## config.mk

```make
export PLATFORM = sky130hd
export DESIGN_NAME = audio_filter_dac
export DESIGN_NICKNAME = d
export VERILOG_FILES = /design/src/rtl/audio_filter_dac.sv
export SDC_FILE = /design/constraint.sdc
export NUM_CORES = 1
export LEC_CHECK = 0
export BUFFER_PORTS_ARGS = -buffer_cell sky130_fd_sc_hd__buf_2
export CAP_MARGIN = 20
export CORE_UTILIZATION = 30
export DETAILED_ROUTE_END_ITERATION = 12
export MAX_ROUTING_LAYER = met4
export SYNTH_ARGS = -nofsm -noshare
export SYNTH_HDL_FRONTEND = slang
export SYNTH_SLANG_ARGS = --single-unit
```

## constraint.sdc

```tcl
create_clock -name clk -period 3 [get_ports clk]
set_input_delay 0.15 -clock clk [delete_from_list [all_inputs] [get_ports clk]]
set_output_delay 0.15 -clock clk [all_outputs]
set_load 0.02 [all_outputs]
```

## src/rtl/audio_filter_dac.sv

```systemverilog
// Audio back end: sample-rate divider, one-pole low-pass, volume/mute stage and a
// first-order sigma-delta modulator producing a 1-bit DAC stream.
module audio_filter_dac #(
  parameter int CLK_DIV  = 256,
  parameter int LP_SHIFT = 2
) (
  input  logic        clk,
  input  logic        reset,
  input  logic [7:0]  sin,
  input  logic [1:0]  vol,
  input  logic        mute,
  output logic [15:0] pcm,
  output logic        pcm_valid,
  output logic        dac_out
);

  localparam logic [15:0] CNT_MAX = 16'(CLK_DIV - 1);

  logic [15:0]        cnt_q, cnt_d;
  logic               tick;
  logic               stage1_q, stage2_q;
  logic               pcm_valid_q;
  logic signed [15:0] x_q, x_d;
  logic signed [15:0] lp_q, lp_d;
  logic signed [15:0] pcm_q, pcm_d;
  logic signed [16:0] diff, step;
  logic [16:0]        acc_q, acc_d;

  // NOTE: every signal gets a value on every path through the block, so no latch is inferred.
  always_comb begin
    tick  = (cnt_q == CNT_MAX);
    cnt_d = tick ? 16'd0 : cnt_q + 16'd1;

    // (sin - 128) << 7: flipping the MSB turns offset-binary into two's complement.
    x_d = tick ? {~sin[7], ~sin[7], sin[6:0], 7'd0} : x_q;

    // 17-bit difference keeps x - lp exact; the floor shift keeps lp inside x range.
    diff = {x_q[15], x_q} - {lp_q[15], lp_q};
    step = diff >>> LP_SHIFT;
    lp_d = stage1_q ? 16'({lp_q[15], lp_q} + step) : lp_q;

    pcm_d = pcm_q;
    if (stage2_q) begin
      if (mute || (vol == 2'd3)) pcm_d = 16'sd0;
      else                       pcm_d = lp_q >>> vol;
    end

    acc_d = {1'b0, acc_q[15:0]} + {1'b0, pcm_q ^ 16'h8000};
  end

  // NOTE: state registers use non-blocking assignments so every flop samples pre-edge values.
  always_ff @(posedge clk or posedge reset) begin
    if (reset) begin
      cnt_q       <= '0;
      stage1_q    <= 1'b0;
      stage2_q    <= 1'b0;
      pcm_valid_q <= 1'b0;
      x_q         <= '0;
      lp_q        <= '0;
      pcm_q       <= '0;
      acc_q       <= '0;
    end else begin
      cnt_q       <= cnt_d;
      stage1_q    <= tick;
      stage2_q    <= stage1_q;
      pcm_valid_q <= stage2_q;
      x_q         <= x_d;
      lp_q        <= lp_d;
      pcm_q       <= pcm_d;
      acc_q       <= acc_d;
    end
  end

  assign pcm       = pcm_q;
  assign pcm_valid = pcm_valid_q;
  assign dac_out   = acc_q[16];

endmodule

```

Word level (Yosys, flattened, before mapping)
Index checks and enable logic that the tools add are counted.
{"block": "op_classes", "addsub": 4, "eq_ne": 2, "n_shift": 1, "muxes": 2, "n_bitwise": 2, "reduce_logical": 1}
{"op": "$mux W16", "n": 2}
{"op": "$add A16 B16 Y17", "n": 1}
{"op": "$sub A15 B16 Y17", "n": 1}
{"op": "$add A16 B1 Y16 const B", "n": 1}
{"op": "$add A16 B15 Y16", "n": 1}
{"op": "$eq A16 B8 Y1 const B", "n": 1}
{"op": "$sshr A16 B2 Y16", "n": 1}
{"op": "$eq A2 B2 Y1 const B", "n": 1}
{"op": "$not A1 Y1", "n": 2}
{"op": "$logic_or A1 B1 Y1", "n": 1}
{"block": "word_totals", "ff_bits": 76, "inputBits": 13, "out_inout_bits": 18, "wordCells": 20}

Logic depth before layout (Yosys ltp)
Gate-level depths: netlist of the first run.
{"block": "depth", "depth_word": 3, "depth_mapped": 17, "ltp_nobuf": 17}

Worst setup path after synthesis of the first run
OpenSTA, ideal clock, no wires.
{"block": "synth_timing", "path_kind": "register to register", "start": "register lp_q[7]", "end": "register lp_q[14]", "setup_time_ns": 0.136, "t_arrival_ns": 2.925, "t_required_ns": 2.864, "path_slack_ns": -0.060, "stages_incl_launch_ff": 16, "n_path_buf": 0, "synth_period_minus_slack_ns": 3.060, "path_cell_list": "dfrtp_1 inv_1 ha_1 nor4b_1 nand4_1 a21oi_1 o21a_1 o21a_1 o21a_1 nor2_1 xnor2_1 ha_1 and4_1 a211oi_1 xor2_1 a21oi_1"}
{"block": "synth_via", "elab_chain_len": 2}
{"item": "start: declaration", "line": "24", "text": "logic signed [15:0] lp_q, lp_d;"}
{"item": "start signal: assignment", "line": "68", "text": "lp_q <= lp_d;"}
{"item": "$sub A15 B16 Y17", "line": "38", "text": "diff = {x_q[15], x_q} - {lp_q[15], lp_q};"}
{"item": "$add A16 B15 Y16 *", "line": "40", "text": "lp_d = stage1_q ? 16'({lp_q[15], lp_q} + step) : lp_q;"}
Every way passes the cells marked *; elsewhere a longest branch is shown, timed or not.
A chain may end at the register's enable or synchronous reset.

Final worst setup path of the first run
{"block": "layout_timing", "start": "register x_q[7]", "end": "register lp_q[15]"}
{"block": "layout_via", "elab_chain_len": 2}
{"item": "start: declaration", "line": "23", "text": "logic signed [15:0] x_q, x_d;"}
{"item": "start signal: assignment", "line": "58", "text": "x_q <= '0;"}
{"item": "start signal: assignment", "line": "67", "text": "x_q <= x_d;"}
{"item": "$sub A15 B16 Y17", "line": "38"}
{"item": "$add A16 B15 Y16", "line": "40"}
No other way between the ends.

==> impl_metrics.tcl, run 1 <==
set metrics [dict create \
    grt_pass1_wl_mm 17.2 \
    topRoutingLayerUsed "met4" \
    synthTopCellsByArea "dfrtp_1, ha_1, xnor2_1" \
    min_path_cells 2 \
    wl_met3_um 269 \
    clk_pin_slew_ns 0.06 \
    worstHoldEndpoint "x_q[9]" \
    r2r-start "x_q[7]" \
    synth_top_area_share_pct 40.4 \
    design_area_um2 5870 \
    fin_crit_ns 3.03 \
    worst_setup_path_end_kind "flop" \
    coreArea_um2 15300 \
    rows 45 \
    cts-buffers-inserted 9 \
    power.share.clock_pct 53.0 \
    critPathLaunchType "flop" \
    peakVddDrop_mv 0.251 \
    antenna_found_initial 0 \
    nFillCells 1486 \
    syn_inst 486 \
    drive_gt1_share_pct 24.2 \
    hold_path.class "primary input to flop" \
    grt_remaining_overflow 0 \
    timing.final.crit_share_pct 101 \
    wl_per_cell_um 12.5 \
    initialDrtViolationCount 163 \
    fin_skew_ns 0.00607 \
    routed_wl_mm 9.70 \
    clock_path_buffers 2 \
    vias 3633 \
    cts_tree "done" \
    syn_nets 544 \
    ctsHtreeMaxLevel 3 \
    routabilityCongestion 0.833 \
    cap_violations 0 \
    grt_start_max_net_pins 45 \
    fin_util_pct 38.5 \
    async_flop_share_pct 100 \
    die-area_um2 16200 \
    path_class "flop to flop" \
    synth_common_cells "dfrtp_1, ha_1, nor2_1, inv_1, a21oi_1" \
    setup_viol 2 \
    setup_ws_ns -0.0342 \
    arrival_ns 3.25 \
    r2r-end "lp_q[15]" \
    clk_latency_ns 0.34 \
    seqPwrFrac_pct 44.9 \
    first_pass_iters 4 \
    max_slew_margin_pct 38.7 \
    crit_fanout 4 \
    grt.total_usage_pct 13.7 \
    dp_slack_ns -0.143 \
    synthFlopType "dfrtp_1" \
    total_power_uw 2280 \
    r2r_cells 16 \
    clock_tree.root_cell "clkbuf_16" \
    fin_nets 615 \
    min_from "sin[2]" \
    syn_avg_cell_area_um2 9.68 \
    yosysUniqueCellTypes 43 \
    drc 0 \
    cp.required_ns 3.22 \
    final_antenna_net_count 0 \
    post_dp_cell_area_um2 5380 \
    ys_seq_elements 76 \
    synth_area_leader_cell "dfrtp_1" \
    finalNonFillerCells 773 \
    synth_edf_count 0 \
    ys_seq_area_share_pct 40.4 \
    yosysMostFrequentCell "dfrtp_1" \
    hpwl_mm 7.38 \
    timing.fmax_mhz 330 \
    initial_core_util_pct 30.8 \
    cts_sinks 76 \
    port_buffers 30 \
    power_frac_comb_pct 2.1 \
    pin_count 31 \
    die_y_um 127 \
    grt_setup_unrepaired "yes" \
    violations "setup timing" \
    p_leak_uw 0.00272 \
    via_per_inst 4.70 \
    synth_area_um2 4710 \
    p_per_area_nw_per_um2 389 \
    outcome "complete, but fails checks" \
    met2_length_mm 4.48 \
    r2r_slack_ns -0.03 \
    grt_pass1_vias 3744 \
    tightestPinTransition_ns 0.920 \
    netSwitchingFraction_pct 21.3 \
    n_antenna_cell 0 \
    drv_slew 0 \
    dp_cells 750 \
    syn_to_final_growth_pct 24.8 \
    met1Wirelength_mm 4.81 \
    internal_power_uw 1800 \
    die_x_um 127 \
    finalHoldViolCount 0 \
    synth_warnings 0 \
    p_sw_uw 487 \
]
[how the worst max path moves through the flow]
stage | from | endpoint | depth (start not counted)
finish | x_q[7] | lp_q[15] | 16
global route | lp_q[7] | lp_q[15] | 16
CTS | x_q[7] | lp_q[15] | 16
detailed placement | lp_q[7] | lp_q[14] | 15
global placement | lp_q[8] | lp_q[14] | 15
floorplan | lp_q[8] | lp_q[14] | 15
[logic make-up (layout without fill, tap and decap cells)]
group                      count (synthesis)  count (layout)  synth area share, %
AOI/OAI and AO/OA                        120             120                 15.9
and+or+nand+nor                          117             117                 11.6
DFF                                       76              76                 40.4
xor gates and xnor gates                  51              51                 9.49
buffers and inverters                     51             127                 4.09
adders and majority gates                 45              45                 12.3
muxes                                     26              26                 6.22
[cells in the final DEF (no fill, tap or decap), types with 3 or more instances in the layout]
cell       Yosys  routed
a21o_1        15      15
a21oi_1       36      28
a21oi_2        1       9
a31oi_1        4       4
and3_1         6       6
buf_2          1      30
buf_4          0      40
clkbuf_16      0       9
dfrtp_1       76      76
ha_1          43      41
inv_1         38      35
inv_2          0       3
mux2_2        16      16
mux2i_1        9       9
nand2_1       29      27
nand2b_1       4       4
nand3_1        8       8
nand4_1        5       5
nor2_1        42      39
nor2_2         0       3
nor2b_1        6       6
nor3_1         8       6
nor4_1         5       5
o21a_1         7       7
o21ai_0       25      20
o21ai_2        0       3
o21bai_1       4       4
o22ai_1       14      14
xnor2_1       33      32
xor2_1        18      18
[critical path: stages, from the launching register on]
cell and delay [ns]:
dfrtp_1 0.40, ha_4 0.28, nor4b_4 0.20, nand4_1 0.18, a21oi_2 0.18, o21a_1 0.16, o21a_1 0.15, o21a_1 0.16
nor2_1 0.06, xnor2_1 0.12, ha_1 0.33, nand2_2 0.09, o21ai_2 0.14, a21oi_2 0.05, xnor2_1 0.16, nand2_1 0.08
xnor2_1 0.17
[repair_timing]
item / CTS / global route
buffers inserted: 3 / 2
hold endpoints to repair: 33 / 0
endpoints found under the setup margin: 6 / 8
resized for setup: 9 / 21
hold buffers: 2 / 0
pin swaps: 13 / 31
[metrics by stage]
| step | hold slack [ns] | setup TNS [ns] |
|---|---|---|
| after floorplan | 0.243 | 0 |
| after global placement | 0.297 | -0.0855 |
| after detailed placement | 0.303 | -0.482 |
| after CTS | 0.0269 | -0.00802 |
| after global routing | 0.0349 | -1.03 |
| final | 0.0378 | -0.0501 |
[registers in the layout (all words and copies together), names as in the netlist]
| register | flops |
|---|---|
| acc_q | 17 |
| cnt_q | 16 |
| lp_q | 16 |
| pcm | 16 |
| pcm_valid | 1 |
| stage1_q | 1 |
| stage2_q | 1 |
| x_q | 8 |
[routing by layer]
metal / track usage (%) / vias up
met5: - / -
met4: 5.60 / 0
met3: 2.55 / 9
met2: 21.1 / 47
met1: 17.8 / 1726
li1: - / 1851
[cell type report]
type                            count  area [µm²]  area share, %
Tap cell                          211         264           4.50
Inverter                           38         143           2.43
Clock inverter                      6        93.8           1.60
Multi-Input combinational cell    359        2740           46.7
Timing Repair Buffer               73         490           8.35
Sequential cell                    76        1900           32.4
Clock buffer                       10         239           4.07
[power by group through the flow]
stage	combinational, µW	clock (µW)	sequential (µW)
CTS	51.2	1240	1020
detailed placement	48.7	0	1040
global placement	48.5	0	1040
floorplan	29.4	0	1040
finish	47.8	1210	1020
global route	56.4	1280	1020
(Power assumes the default switching activity.)
==> inputs of run 2 (changes only) <==
Settings changed: SKIP_LAST_GASP set to 1.
Clock period 3 ns to 3.6 ns, I/O delays scaled along.
==> impl_metrics.tcl, run 2 (synthesis results as in run 1) <==
set metrics [dict create \
    via_per_inst 4.70 \
    wl_per_cell_um 12.7 \
    setup_viol 0 \
    syn_to_final_growth_pct 15.0 \
    timing.fmax_mhz 297 \
    vias 3456 \
    die_x_um 127 \
    finalSetupTns_ns 0 \
    wl_met3_um 273 \
    largest_register_ffs 17 \
    antenna_found_initial 0 \
    max_slew_margin_pct 43.8 \
    ctsHoldBuffers 0 \
    grt_setup_unrepaired "no" \
    clk_pin_slew_ns 0.06 \
    initial_core_util_pct 30.8 \
    cap_violations 0 \
    met1Wirelength_mm 4.82 \
    arrival_ns 3.54 \
    die-area_um2 16200 \
    topRoutingLayerUsed "met4" \
    timing.final.crit_share_pct 93.4 \
    port_buffers 30 \
    most-common-layout-cells "dfrtp_1, ha_1, nor2_1, inv_1, a21oi_1" \
    grt.total_usage_pct 13.1 \
    regArea_um2 1900 \
    fin_skew_ns 0.00690 \
    final_antenna_net_count 0 \
    outcome "completed" \
    routabilityCongestion 0.841 \
    die_y_um 127 \
    seqPwrFrac_pct 48.6 \
    cts_resized 0 \
    ctsHtreeMaxLevel 3 \
    path_class "flop to flop" \
    cts_sinks 76 \
    grt_start_max_net_pins 42 \
    p_sw_uw 373 \
    power.share.clock_pct 49.3 \
    final_common_cell "dfrtp_1" \
    fin_crit_ns 3.36 \
    critPathLaunchType "flop" \
    hold_path.class "primary input to async pin" \
    grt_remaining_overflow 0 \
    multi_input_area_um2 2620 \
    clock_tree.root_cell "clkbuf_16" \
    grt_pass1_vias 3460 \
    cp.required_ns 3.78 \
    post-cts-setup-buffers 0 \
    finalHoldViolCount 0 \
    initialDrtViolationCount 157 \
    clk_latency_ns 0.34 \
    fin_util_pct 35.5 \
    met2_length_mm 4.16 \
    clock_path_buffers 2 \
    nFillCells 1552 \
    grt_pass1_wl_mm 16.4 \
    hpwl_mm 7.07 \
    cts-buffers-inserted 9 \
    top_register "acc_q" \
    worst_setup_path_end_kind "flop" \
    drc 0 \
    n_antenna_cell 0 \
    peakVddDrop_mv 0.205 \
    crit_fanout 4 \
    drv_slew 0 \
    fin_nets 578 \
    pin_count 31 \
    rows 45 \
    routed_wl_mm 9.34 \
    tightestPinTransition_ns 0.843 \
    power_frac_comb_pct 2.2 \
    p_leak_uw 0.00247 \
    cts_tree "done" \
    internal_power_uw 1390 \
    coreArea_um2 15300 \
    drive_gt1_share_pct 14.1 \
    netSwitchingFraction_pct 21.2 \
    p_per_area_nw_per_um2 325 \
    first_pass_iters 4 \
]
[run 2: cell types whose count changed in the layout (fill, tap and decap cells not counted), moves of 3 or more]
cell	delta
buf_4	-34
nor2_2	-3
a21oi_1	+8
o21ai_2	-3
o21ai_0	+5
nor2_1	+3
a21oi_2	-8
[run 2: metal layers]
metal | up-vias | track usage (%)
met4 | 0 | 4.41
met2 | 39 | 19.6
met3 | 7 | 3.77
li1 | 1780 | -
met5 | - | -
met1 | 1630 | 16.9
[run 2: power groups by stage]
stage / Clock, µW / Sequential, µW / Combinational [µW]
after floorplan: 0 / 870 / 24.5
after global placement: 0 / 870 / 39.4
after detailed placement: 0 / 870 / 39.8
after CTS: 900 / 854 / 40.0
after global routing: 940 / 854 / 44.3
final: 867 / 854 / 37.8
[run 2: worst max-delay path, stage by stage, from the launching register on]
cell      delay, ns
dfrtp_1        0.39
inv_1          0.13
ha_1           0.29
a21o_1         0.19
a21oi_1        0.18
a21oi_1        0.11
o21a_1         0.23
o21a_1         0.21
o21a_1         0.19
nor2_1         0.11
xnor2_1        0.13
ha_1           0.29
and4_1         0.22
a211oi_1       0.28
xor2_1         0.17
a21oi_1        0.08
[run 2: final cells by class]
cell class	instances	area share, %
inverters	38	2.64
clock inverters	3	0.370
repair buffers	36	3.61
well taps	211	4.88
clock buffers	13	4.99
flip-flops and latches	76	35.1
multi-input cells	359	48.4
[run 2: stage by stage]
| stage | worst slack [ns] | std cells | area [µm²] | power (µW) | hold WS, ns |
|---|---|---|---|---|---|
| after floorplan | 0.540 | 486 | 4710 | 894 | 0.273 |
| after global placement | 0.293 | 720 | 5110 | 909 | 0.379 |
| after detailed placement | 0.202 | 720 | 5110 | 910 | 0.382 |
| after CTS | 0.176 | 736 | 5410 | 1790 | 0.0217 |
| after global routing | 0.0260 | 736 | 5410 | 1840 | 0.0260 |
| final | 0.236 | 736 | 5410 | 1760 | 0.0215 |
[run 2: path summary, 6_finish.rpt]
| kind | from | endpoint | slack, ns | cells past startpoint |
|---|---|---|---|---|
| setup reg to reg | lp_q[8] | lp_q[14] | 0.24 | 15 |
| setup / recovery | lp_q[8] | lp_q[14] | 0.24 | 15 |
| hold / removal | reset | lp_q[12] | 0.02 | 2 |
| max in group asynchronous | reset | pcm[13] | 2.80 | 3 |
| min in group clk | sin[7] | x_q[14] | 0.03 | 2 |
| hold reg to reg | cnt_q[0] | cnt_q[0] | 0.47 | 1 |
